**src/rtl/frame_bank_scheduler_pkg.sv**
```systemverilog
// Shared types and defaults for the double-buffered frame bank scheduler.
package frame_bank_scheduler_pkg;

    localparam int unsigned IMAGE_ROWS_DEFAULT = 160;
    localparam int unsigned CNT_WIDTH_DEFAULT  = 16;
    localparam int unsigned NUM_BANKS          = 2;

    // Ownership state of one frame bank
    typedef enum logic [1:0] {
        FREE    = 2'd0,
        WRITING = 2'd1,
        READY   = 2'd2,
        READING = 2'd3
    } bank_state_e;

    // Producer handshake FSM
    typedef enum logic [1:0] {
        W_IDLE  = 2'd0,
        W_GRANT = 2'd1,
        W_WRITE = 2'd2
    } prod_state_e;

endpackage

```
**src/rtl/frame_bank_scheduler_if.sv**
```systemverilog
// Producer handshake plus video AXI-Stream snoop seen by the scheduler.
interface frame_bank_scheduler_if;

    logic prod_req_i;
    logic prod_grant_o;
    logic prod_bank_o;
    logic prod_done_i;
    logic vid_tvalid_i;
    logic vid_tready_i;
    logic vid_tlast_i;
    logic vid_tuser_i;

    // Scheduler side
    modport slave (
        input  prod_req_i,
        input  prod_done_i,
        input  vid_tvalid_i,
        input  vid_tready_i,
        input  vid_tlast_i,
        input  vid_tuser_i,
        output prod_grant_o,
        output prod_bank_o
    );

    // Producer / video side
    modport master (
        output prod_req_i,
        output prod_done_i,
        output vid_tvalid_i,
        output vid_tready_i,
        output vid_tlast_i,
        output vid_tuser_i,
        input  prod_grant_o,
        input  prod_bank_o
    );

endinterface

```
**src/rtl/frame_bank_scheduler_axis_frame_tracker.sv**
```systemverilog
// Tracks rows of the snooped video stream; flags frame end and start-of-frame resync.
module axis_frame_tracker #(
    parameter int unsigned IMAGE_ROWS = 160
) (
    input  logic clk_i,
    input  logic rst_ni,
    input  logic vid_tvalid_i,
    input  logic vid_tready_i,
    input  logic vid_tlast_i,
    input  logic vid_tuser_i,
    output logic frame_end_c_o,
    output logic sync_err_c_o
);

    localparam int unsigned ROW_W = (IMAGE_ROWS > 1) ? $clog2(IMAGE_ROWS) : 1;
    localparam logic [ROW_W-1:0] LAST_ROW = ROW_W'(IMAGE_ROWS - 1);

    logic [ROW_W-1:0] row_q;
    logic [ROW_W-1:0] row_d;
    logic             beat;

    assign beat = vid_tvalid_i & vid_tready_i;

    // Row advance on tlast beats; a tuser beat mid-frame resyncs without a frame end
    always_comb begin
        row_d         = row_q;
        frame_end_c_o = 1'b0;
        sync_err_c_o  = 1'b0;
        if (beat) begin
            if (vid_tuser_i && (row_q != '0)) begin
                sync_err_c_o = 1'b1;
                row_d        = '0;
            end else if (vid_tlast_i) begin
                if (row_q == LAST_ROW) begin
                    frame_end_c_o = 1'b1;
                    row_d         = '0;
                end else begin
                    row_d = row_q + ROW_W'(1);
                end
            end
        end
    end

    // Row counter register
    always_ff @(posedge clk_i or negedge rst_ni) begin
        if (!rst_ni) begin
            row_q <= '0;
        end else begin
            row_q <= row_d;
        end
    end

endmodule

```
**src/rtl/frame_bank_scheduler.sv**
```systemverilog
// Two-bank frame buffer scheduler: producer grants, display swaps at frame end, statistics.
module frame_bank_scheduler
    import frame_bank_scheduler_pkg::*;
#(
    parameter int unsigned IMAGE_ROWS = IMAGE_ROWS_DEFAULT,
    parameter int unsigned CNT_WIDTH  = CNT_WIDTH_DEFAULT
) (
    input  logic                 clk_i,
    input  logic                 rst_ni,
    frame_bank_scheduler_if.slave sched_if,
    output logic                 rd_bank_o,
    output logic [CNT_WIDTH-1:0] frames_shown_o,
    output logic [CNT_WIDTH-1:0] frames_repeated_o,
    output logic [CNT_WIDTH-1:0] frames_dropped_o,
    output logic                 sync_err_o,
    output logic                 proto_err_o
);

    function automatic logic [CNT_WIDTH-1:0] sat_inc(input logic [CNT_WIDTH-1:0] v);
        return (&v) ? v : v + CNT_WIDTH'(1);
    endfunction

    bank_state_e          bank_q [NUM_BANKS];
    bank_state_e          bank_d [NUM_BANKS];
    prod_state_e          state_q, state_d;
    logic                 rd_bank_q, rd_bank_d;
    logic                 prod_bank_q, prod_bank_d;
    logic                 grant_q, grant_d;
    logic [CNT_WIDTH-1:0] shown_q, shown_d;
    logic [CNT_WIDTH-1:0] repeated_q, repeated_d;
    logic [CNT_WIDTH-1:0] dropped_q, dropped_d;
    logic                 sync_err_q, sync_err_d;
    logic                 proto_err_q, proto_err_d;
    logic                 claim;
    logic                 frame_end_c;
    logic                 sync_err_c;

    axis_frame_tracker #(
        .IMAGE_ROWS (IMAGE_ROWS)
    ) u_tracker (
        .clk_i         (clk_i),
        .rst_ni        (rst_ni),
        .vid_tvalid_i  (sched_if.vid_tvalid_i),
        .vid_tready_i  (sched_if.vid_tready_i),
        .vid_tlast_i   (sched_if.vid_tlast_i),
        .vid_tuser_i   (sched_if.vid_tuser_i),
        .frame_end_c_o (frame_end_c),
        .sync_err_c_o  (sync_err_c)
    );

    // Frame-end swap decision from pre-edge bank states, then producer FSM
    always_comb begin
        bank_d      = bank_q;
        state_d     = state_q;
        rd_bank_d   = rd_bank_q;
        prod_bank_d = prod_bank_q;
        grant_d     = 1'b0;
        shown_d     = shown_q;
        repeated_d  = repeated_q;
        dropped_d   = dropped_q;
        sync_err_d  = sync_err_q | sync_err_c;
        proto_err_d = proto_err_q;

        if (frame_end_c) begin
            if (bank_q[~rd_bank_q] == READY) begin
                bank_d[~rd_bank_q] = READING;
                bank_d[rd_bank_q]  = FREE;
                rd_bank_d          = ~rd_bank_q;
                shown_d            = sat_inc(shown_q);
            end else begin
                repeated_d = sat_inc(repeated_q);
            end
        end

        // Claim whichever bank is not being read after this edge's swap
        claim = ~rd_bank_d;

        case (state_q)
            W_IDLE: begin
                if (sched_if.prod_req_i) begin
                    if (bank_d[claim] == READY) begin
                        dropped_d = sat_inc(dropped_q);
                    end
                    bank_d[claim] = WRITING;
                    prod_bank_d   = claim;
                    grant_d       = 1'b1;
                    state_d       = W_GRANT;
                end
            end
            W_GRANT: begin
                state_d = W_WRITE;
            end
            W_WRITE: begin
                if (sched_if.prod_done_i) begin
                    bank_d[prod_bank_q] = READY;
                    state_d             = W_IDLE;
                end
            end
            default: begin
                state_d = W_IDLE;
            end
        endcase

        if (sched_if.prod_done_i && (state_q != W_WRITE)) begin
            proto_err_d = 1'b1;
        end
    end

    // State and output registers
    always_ff @(posedge clk_i or negedge rst_ni) begin
        if (!rst_ni) begin
            bank_q[0]   <= READING;
            bank_q[1]   <= FREE;
            state_q     <= W_IDLE;
            rd_bank_q   <= 1'b0;
            prod_bank_q <= 1'b1;
            grant_q     <= 1'b0;
            shown_q     <= '0;
            repeated_q  <= '0;
            dropped_q   <= '0;
            sync_err_q  <= 1'b0;
            proto_err_q <= 1'b0;
        end else begin
            bank_q      <= bank_d;
            state_q     <= state_d;
            rd_bank_q   <= rd_bank_d;
            prod_bank_q <= prod_bank_d;
            grant_q     <= grant_d;
            shown_q     <= shown_d;
            repeated_q  <= repeated_d;
            dropped_q   <= dropped_d;
            sync_err_q  <= sync_err_d;
            proto_err_q <= proto_err_d;
        end
    end

    assign sched_if.prod_grant_o = grant_q;
    assign sched_if.prod_bank_o  = prod_bank_q;
    assign rd_bank_o             = rd_bank_q;
    assign frames_shown_o        = shown_q;
    assign frames_repeated_o     = repeated_q;
    assign frames_dropped_o      = dropped_q;
    assign sync_err_o            = sync_err_q;
    assign proto_err_o           = proto_err_q;

endmodule

```
**src/flat_wrapper.sv**
```systemverilog
// flat-port wrapper written by rule: the top's interface ports become plain ports
module frame_bank_scheduler_flat import frame_bank_scheduler_pkg::*;
#(
    parameter int unsigned IMAGE_ROWS = IMAGE_ROWS_DEFAULT,
    parameter int unsigned CNT_WIDTH  = CNT_WIDTH_DEFAULT
)
  (clk_i, rst_ni, rd_bank_o, frames_shown_o, frames_repeated_o, frames_dropped_o, sync_err_o, proto_err_o, sched_if_prod_req_i, sched_if_prod_done_i, sched_if_vid_tvalid_i, sched_if_vid_tready_i, sched_if_vid_tlast_i, sched_if_vid_tuser_i, sched_if_prod_grant_o, sched_if_prod_bank_o);
  frame_bank_scheduler_if sched_if_i ();
  input  logic clk_i;
  input  logic rst_ni;
  output logic rd_bank_o;
  output logic [CNT_WIDTH-1:0] frames_shown_o;
  output logic [CNT_WIDTH-1:0] frames_repeated_o;
  output logic [CNT_WIDTH-1:0] frames_dropped_o;
  output logic sync_err_o;
  output logic proto_err_o;
  input wire logic [$bits(sched_if_i.prod_req_i)-1:0] sched_if_prod_req_i;
  input wire logic [$bits(sched_if_i.prod_done_i)-1:0] sched_if_prod_done_i;
  input wire logic [$bits(sched_if_i.vid_tvalid_i)-1:0] sched_if_vid_tvalid_i;
  input wire logic [$bits(sched_if_i.vid_tready_i)-1:0] sched_if_vid_tready_i;
  input wire logic [$bits(sched_if_i.vid_tlast_i)-1:0] sched_if_vid_tlast_i;
  input wire logic [$bits(sched_if_i.vid_tuser_i)-1:0] sched_if_vid_tuser_i;
  output wire logic [$bits(sched_if_i.prod_grant_o)-1:0] sched_if_prod_grant_o;
  output wire logic [$bits(sched_if_i.prod_bank_o)-1:0] sched_if_prod_bank_o;
  assign sched_if_i.prod_req_i = sched_if_prod_req_i;
  assign sched_if_i.prod_done_i = sched_if_prod_done_i;
  assign sched_if_i.vid_tvalid_i = sched_if_vid_tvalid_i;
  assign sched_if_i.vid_tready_i = sched_if_vid_tready_i;
  assign sched_if_i.vid_tlast_i = sched_if_vid_tlast_i;
  assign sched_if_i.vid_tuser_i = sched_if_vid_tuser_i;
  assign sched_if_prod_grant_o = sched_if_i.prod_grant_o;
  assign sched_if_prod_bank_o = sched_if_i.prod_bank_o;
  frame_bank_scheduler #(.IMAGE_ROWS(IMAGE_ROWS), .CNT_WIDTH(CNT_WIDTH)) u_core (.clk_i(clk_i), .rst_ni(rst_ni), .sched_if(sched_if_i), .rd_bank_o(rd_bank_o), .frames_shown_o(frames_shown_o), .frames_repeated_o(frames_repeated_o), .frames_dropped_o(frames_dropped_o), .sync_err_o(sync_err_o), .proto_err_o(proto_err_o));
endmodule
```
**config.mk**
```make
export PLATFORM = sky130hd
export DESIGN_NAME = frame_bank_scheduler_flat
export DESIGN_NICKNAME = d
export VERILOG_FILES = /design/src/rtl/frame_bank_scheduler_pkg.sv /design/src/rtl/frame_bank_scheduler_if.sv /design/src/rtl/frame_bank_scheduler_axis_frame_tracker.sv /design/src/rtl/frame_bank_scheduler.sv /design/src/flat_wrapper.sv
export SDC_FILE = /design/constraint.sdc
export NUM_CORES = 1
export LEC_CHECK = 0
export BUFFER_PORTS_ARGS = -buffer_cell sky130_fd_sc_hd__clkbuf_2
export CAP_MARGIN = 20
export CORE_AREA = 2 2 90 92
export CTS_BUF_LIST = sky130_fd_sc_hd__clkbuf_8
export DETAILED_ROUTE_END_ITERATION = 6
export DIE_AREA = 0 0 92 94
export PLACE_DENSITY = 0.67
export REMOVE_ABC_BUFFERS = 1
export SLEW_MARGIN = 40
export SYNTH_ARGS = -nofsm -noshare
export SYNTH_HDL_FRONTEND = slang
export SYNTH_SLANG_ARGS = --single-unit
```
**constraint.sdc**
```tcl
create_clock -name clk_i -period 2.58 [get_ports clk_i]
set_input_delay 0.258 -clock clk_i [delete_from_list [all_inputs] [get_ports clk_i]]
set_output_delay 0.258 -clock clk_i [all_outputs]
set_load 0.02 [all_outputs]
```
[Yosys cells after proc, flatten, opt, wreduce, memory -nomap -nowiden]
Index checks and enable logic that the tools add are counted.
Word-level totals
  bits in registers: 67
  logic and storage cells: 106
  output and inout port bits: 53
  bits of input ports: 8
Operators by class
  reductions and logical operators: 18
  $lt $le $gt $ge: 8
  eq/ne operators: 8
  add/subtract/negate cells: 4
  bitwise logic cells: 21
  multiplexer cells: 35
Operators with widths (count)
  $add A16 B1 Y16 const B: 3
  $reduce_and A16 Y1: 3
  $mux W2: 12
  $mux W8: 3
  $mux W4: 4
  $mux W1: 10
  $add A8 B1 Y8 const B: 1
  $demux W2 S1: 4
  $eq A8 B8 Y1 const B: 1
  $ge A2 B2 Y1 const B: 4
  $lt A2 B1 Y1 const B: 4
  $not A1 Y2: 4
  $pmux W4 S2: 1
  $reduce_bool A8 Y1: 1
  $eq A2 B2 Y1 const B: 3
  $logic_and A1 B1 Y1: 6
  $ne A2 B2 Y1 const B: 3
  $not A1 Y1: 6
  $pmux W2 S3: 1
  $reduce_and A2 Y1: 3
  $reduce_and A3 Y1: 2
  $and A2 B2 Y2: 2
  $and A4 B4 Y4: 1
  $not A2 Y2: 2
  other kinds (9): 10

[Depth between registers and ports, before layout]
  depth after elaboration: 18
  gate-level depth with buffers: 8
  gate-level depth less buffers: 7

[By module]
From an unflattened synthesis, not the netlist that was laid out.
Unflattened totals
  cell total of the unflattened synthesis: 314
  area total of the unflattened synthesis: 3338.2 µm²
Modules (own cells, without submodules)
  frame_bank_scheduler: sequential area each 1480.2 µm², cells an instance 255, area each 2790.2 µm², times used 1
  axis_frame_tracker: sequential area each 200.2 µm², cells an instance 59, area each 548.0 µm², times used 1

[Worst setup path after synthesis]
Ideal clock, no wire load.
  path type: reg-to-reg
  start: reg u_core.u_tracker.row_q[0]
  end: reg u_core.shown_q[1], in the netlist u_core.frames_shown_o[1]
  stages on the path, launching flop included: 8
  clock period less this slack: 2.357 ns
  data required time: 2.455 ns
  slack: 0.223 ns
  arrival: 2.232 ns
  setup time: 0.125 ns
  buffers on the path: 1
  cells stage by stage: dfrtp_1 -> inv_1 -> ha_1 -> or4b_4 -> o41ai_4 -> and4_1 -> buf_4 -> mux2_2
Between the ends
  cells in the longest elaborated chain, start to end: 6
  elaborated cells between the ends (all ways): 8
  classes of those cells: 1 x eq/ne; 4 x mux; 3 x reduce/logical
RTL lines
  from (decl): RTL line frame_bank_scheduler_axis_frame_tracker.sv:18  | logic [ROW_W-1:0] row_q;
  from (signal assigned): RTL line frame_bank_scheduler_axis_frame_tracker.sv:49  | row_q <= row_d;
  $eq A8 B8 Y1: RTL line frame_bank_scheduler_axis_frame_tracker.sv:34  | if (row_q == LAST_ROW) begin
  $mux W1: RTL line frame_bank_scheduler_axis_frame_tracker.sv:34
  $mux W1: RTL line frame_bank_scheduler_axis_frame_tracker.sv:33  | end else if (vid_tlast_i) begin
  $mux W1 *: RTL line frame_bank_scheduler_axis_frame_tracker.sv:30  | if (vid_tuser_i && (row_q != '0)) begin
  $mux W1 *: RTL line frame_bank_scheduler_axis_frame_tracker.sv:29  | if (beat) begin
  $reduce_and A3 Y1 (no line) *
  to (signal assigned): RTL line frame_bank_scheduler.sv:129  | shown_q <= shown_d;
  to (decl): RTL line frame_bank_scheduler.sv:29  | logic [CNT_WIDTH-1:0] shown_q, shown_d;
Mark *: on every way between the ends. The rest lies on a longest branch, timed or not.
A chain may end at the register's enable or synchronous reset.

==> flow_summary.json <==
{
  "status": "complete, no violations",
  "clock-sinks": 67,
  "ant_nets": 0,
  "synth_top_area_share_pct": 46.3,
  "die-area_um2": 8650,
  "multi_input_area_um2": 1730,
  "cts_buffers": 9,
  "synth_ff_type": "dfrtp_1",
  "synth_area_leader_cell": "dfrtp_1",
  "whs_ns": 0.155,
  "grt_usage_pct": 18.0,
  "grt_start_max_net_pins": 27,
  "pin_count": 61,
  "setup_viol": 0,
  "ys_top_cells_by_count": "dfrtp_1, nand2_1, xnor2_1",
  "peakVddDrop_uv": 367,
  "cts_buffer_depth": 2,
  "cts_tree": "yes",
  "clkLatencyLatePin_ns": 0.35,
  "diodes": 0,
  "first_global_vias": 2559,
  "worstPathCellList": "inv_2 -> ha_4 -> or4b_4 -> o41a_4 -> buf_4 -> nor3_4 -> buf_4 -> o21ai_1 -> a21boi_1",
  "synth_cell_type_count": 57,
  "hold_class": "in2reg",
  "nets": 412,
  "ys_warn_count": 0,
  "cp.arrival_ns": 2.74,
  "finClkSkew_ns": 0.0123,
  "grt_pass1_wl_mm": 12.3,
  "cts-root-buf": "clkbuf_8",
  "crit_required_ns": 2.82,
  "path_clk_slew_ns": 0.07,
  "async_reset_ff_share_pct": 100,
  "routabilityCongestion": 0.877,
  "utilization_pct": 55.3,
  "synth.area.top_cells": "dfrtp_1, xnor2_1, xor2_1",
  "power.density_nw_per_um2": 612,
  "vias": 2684,
  "dr.pass1.iters": 4,
  "die_h_um": 94,
  "overflow": 0,
  "p_sw_share_pct": 30.0,
  "io_buffers": 60,
  "report.final.slew_viol_count": 0,
  "yosysMostFrequentCell": "dfrtp_1",
  "netlist_area_um2": 3460,
  "path_class": "reg2reg",
  "ys_seq_area_share_pct": 48.6,
  "power_switching_w": 0.000773,
  "fmax_mhz": 399,
  "worst-path-buf-inv": 3,
  "htreeDepth": 3,
  "combinationalPowerShare_pct": 19.8,
  "antenna_found_initial": 0,
  "slowest_stage": "o41a_4",
  "drt-total-wl_mm": 7.38,
  "clock_power_share_pct": 33.2,
  "max_stage_delay_ns": 0.50,
  "period_minus_slack_ns": 2.51,
  "core_area_um2": 7610,
  "rows": 32,
  "fp.dieW_um": 92,
  "hpwl_mm": 5.44,
  "ys_ff_latch": 67,
  "hold_viol_final": 0,
  "syn_avg_cell_area_um2": 11.0,
  "start_kind": "register",
  "fill_cells": 688,
  "seqPwrFrac_pct": 47.1,
  "drive_above_1_share_pct": 31.7,
  "critical_path.top_delay_family": "compound AO/OA/AOI/OAI gates",
  "max-slew-margin-rel_pct": 61.1,
  "initial_core_util_pct": 45.5,
  "vias_per_cell": 5.30,
  "syn_to_final_growth_pct": 21.7,
  "path_max_fanout": 6,
  "register_area_um2": 1680,
  "cp-end-kind": "register",
  "drt_iter0_drc": 106,
  "synth_cells": 315,
  "synth_edf_count": 0,
  "tightest_slew_ns": 0.584,
  "crit_top_cell": "buf_4",
  "drv_cap": 0,
  "drc": 0,
  "p_leak_nw": 1.99,
  "post_drt_wl_per_cell_um": 14.6,
  "internal_power_w": 0.00180,
  "period_share_pct": 97.2
}
[flip-flops by register name, indices dropped and copies added, names as in the netlist, 2 cells and up]
signal and count:
u_core.state_q 2, u_core.frames_shown_o 16, u_core.u_tracker.row_q 8, u_core.frames_repeated_o 16
u_core.frames_dropped_o 16, u_core.bank_q 4
[power groups by stage]
stage | clock, W | combinational (W) | sequential [W]
2_1_floorplan | 0 | 0.000278 | 0.00124
4_1_cts | 0.000875 | 0.000433 | 0.00121
3_3_place_gp | 0 | 0.000424 | 0.00123
5_1_grt | 0.000923 | 0.000562 | 0.00123
6_report | 0.000854 | 0.000508 | 0.00121
3_5_place_dp | 0 | 0.000430 | 0.00123
[cells in the final DEF (no fill, tap or decap), types with 2 or more instances in the layout]
master,n
dfrtp_1,64
clkbuf_2,60
xnor2_1,25
nand2_1,25
nand3_1,22
xor2_1,22
buf_4,19
nor2_1,18
nand4_1,17
nor3_1,11
and3_1,9
clkbuf_8,9
and4_1,8
nor3_2,8
inv_1,6
nor3b_1,5
o21ai_1,4
and2_1,4
o21ai_0,4
ha_1,4
clkinv_2,4
nand2b_1,3
dfstp_2,3
nand3b_1,2
o31a_1,2
nor2b_1,2
a21boi_1,2
inv_2,2
a21oi_1,2
or4_1,2
mux2_2,2
a2111oi_4,2
nor4b_1,2
[what timing repair did]
action | 4_1_cts | 5_1_grt
gates resized for setup | 0 | 7
setup buffers | 0 | 9
hold buffers | 1 | 0
setup endpoints to repair | 0 | 1
hold endpoints to repair | 20 | 0
[cell type report]
class,count,share of cell area (%)
Tap cell,102,3.03
Inverter,8,0.714
Timing Repair Buffer,80,10.8
Clock inverter,7,1.58
Clock buffer,9,2.94
Sequential cell,67,39.9
Multi-Input combinational cell,233,41.0
[logic make-up (layout without fill, tap and decap cells)]
logic type / count (synthesis) / count (layout) / share of synthesized area (%)
fa+ha+maj: 5 / 5 / 1.81
buf+inv: 15 / 104 / 1.99
flops: 67 / 67 / 48.6
simple gates: 149 / 149 / 25.5
compound gates: 28 / 28 / 8.76
xor+xnor: 47 / 47 / 11.9
mux: 4 / 4 / 1.41
[final timing paths]
kind | endpoint | slack, ns | startpoint | depth (start not counted)
min in group asynchronous | u_core.frames_repeated_o[3] | 0.43 | rst_ni | 2
max in group asynchronous | u_core.sched_if.prod_bank_o | 1.35 | rst_ni | 3
max | u_core.bank_q[1] | 0.07 | u_core.u_tracker.row_q[1] | 9
min | u_core.state_q[1] | 0.15 | sched_if_prod_done_i | 2
max reg2reg | u_core.bank_q[1] | 0.07 | u_core.u_tracker.row_q[1] | 9
min reg2reg | u_core.proto_err_o | 0.46 | u_core.proto_err_o | 1
[routing by layer]
layer,share of wire (%),vias to the layer above,track usage (%)
li1,-,1299,-
met4,1.8,0,7.71
met2,48,73,29.0
met1,46,1300,23.7
met5,0,-,0
met3,4.3,12,3.69
[through the flow]
stage	TNS, ns	cells	instance area, um2	power, W	setup WS, ns
2_1_floorplan	0	308	3420	0.00152	0.155
3_3_place_gp	0	480	3920	0.00165	0.190
3_5_place_dp	0	480	3920	0.00166	0.142
4_1_cts	0	497	4120	0.00252	0.103
5_1_grt	-0.0182	506	4210	0.00271	-0.0115
6_report	0	506	4210	0.00257	0.0735
No activity file was read; power rests on OpenSTA's default activity.
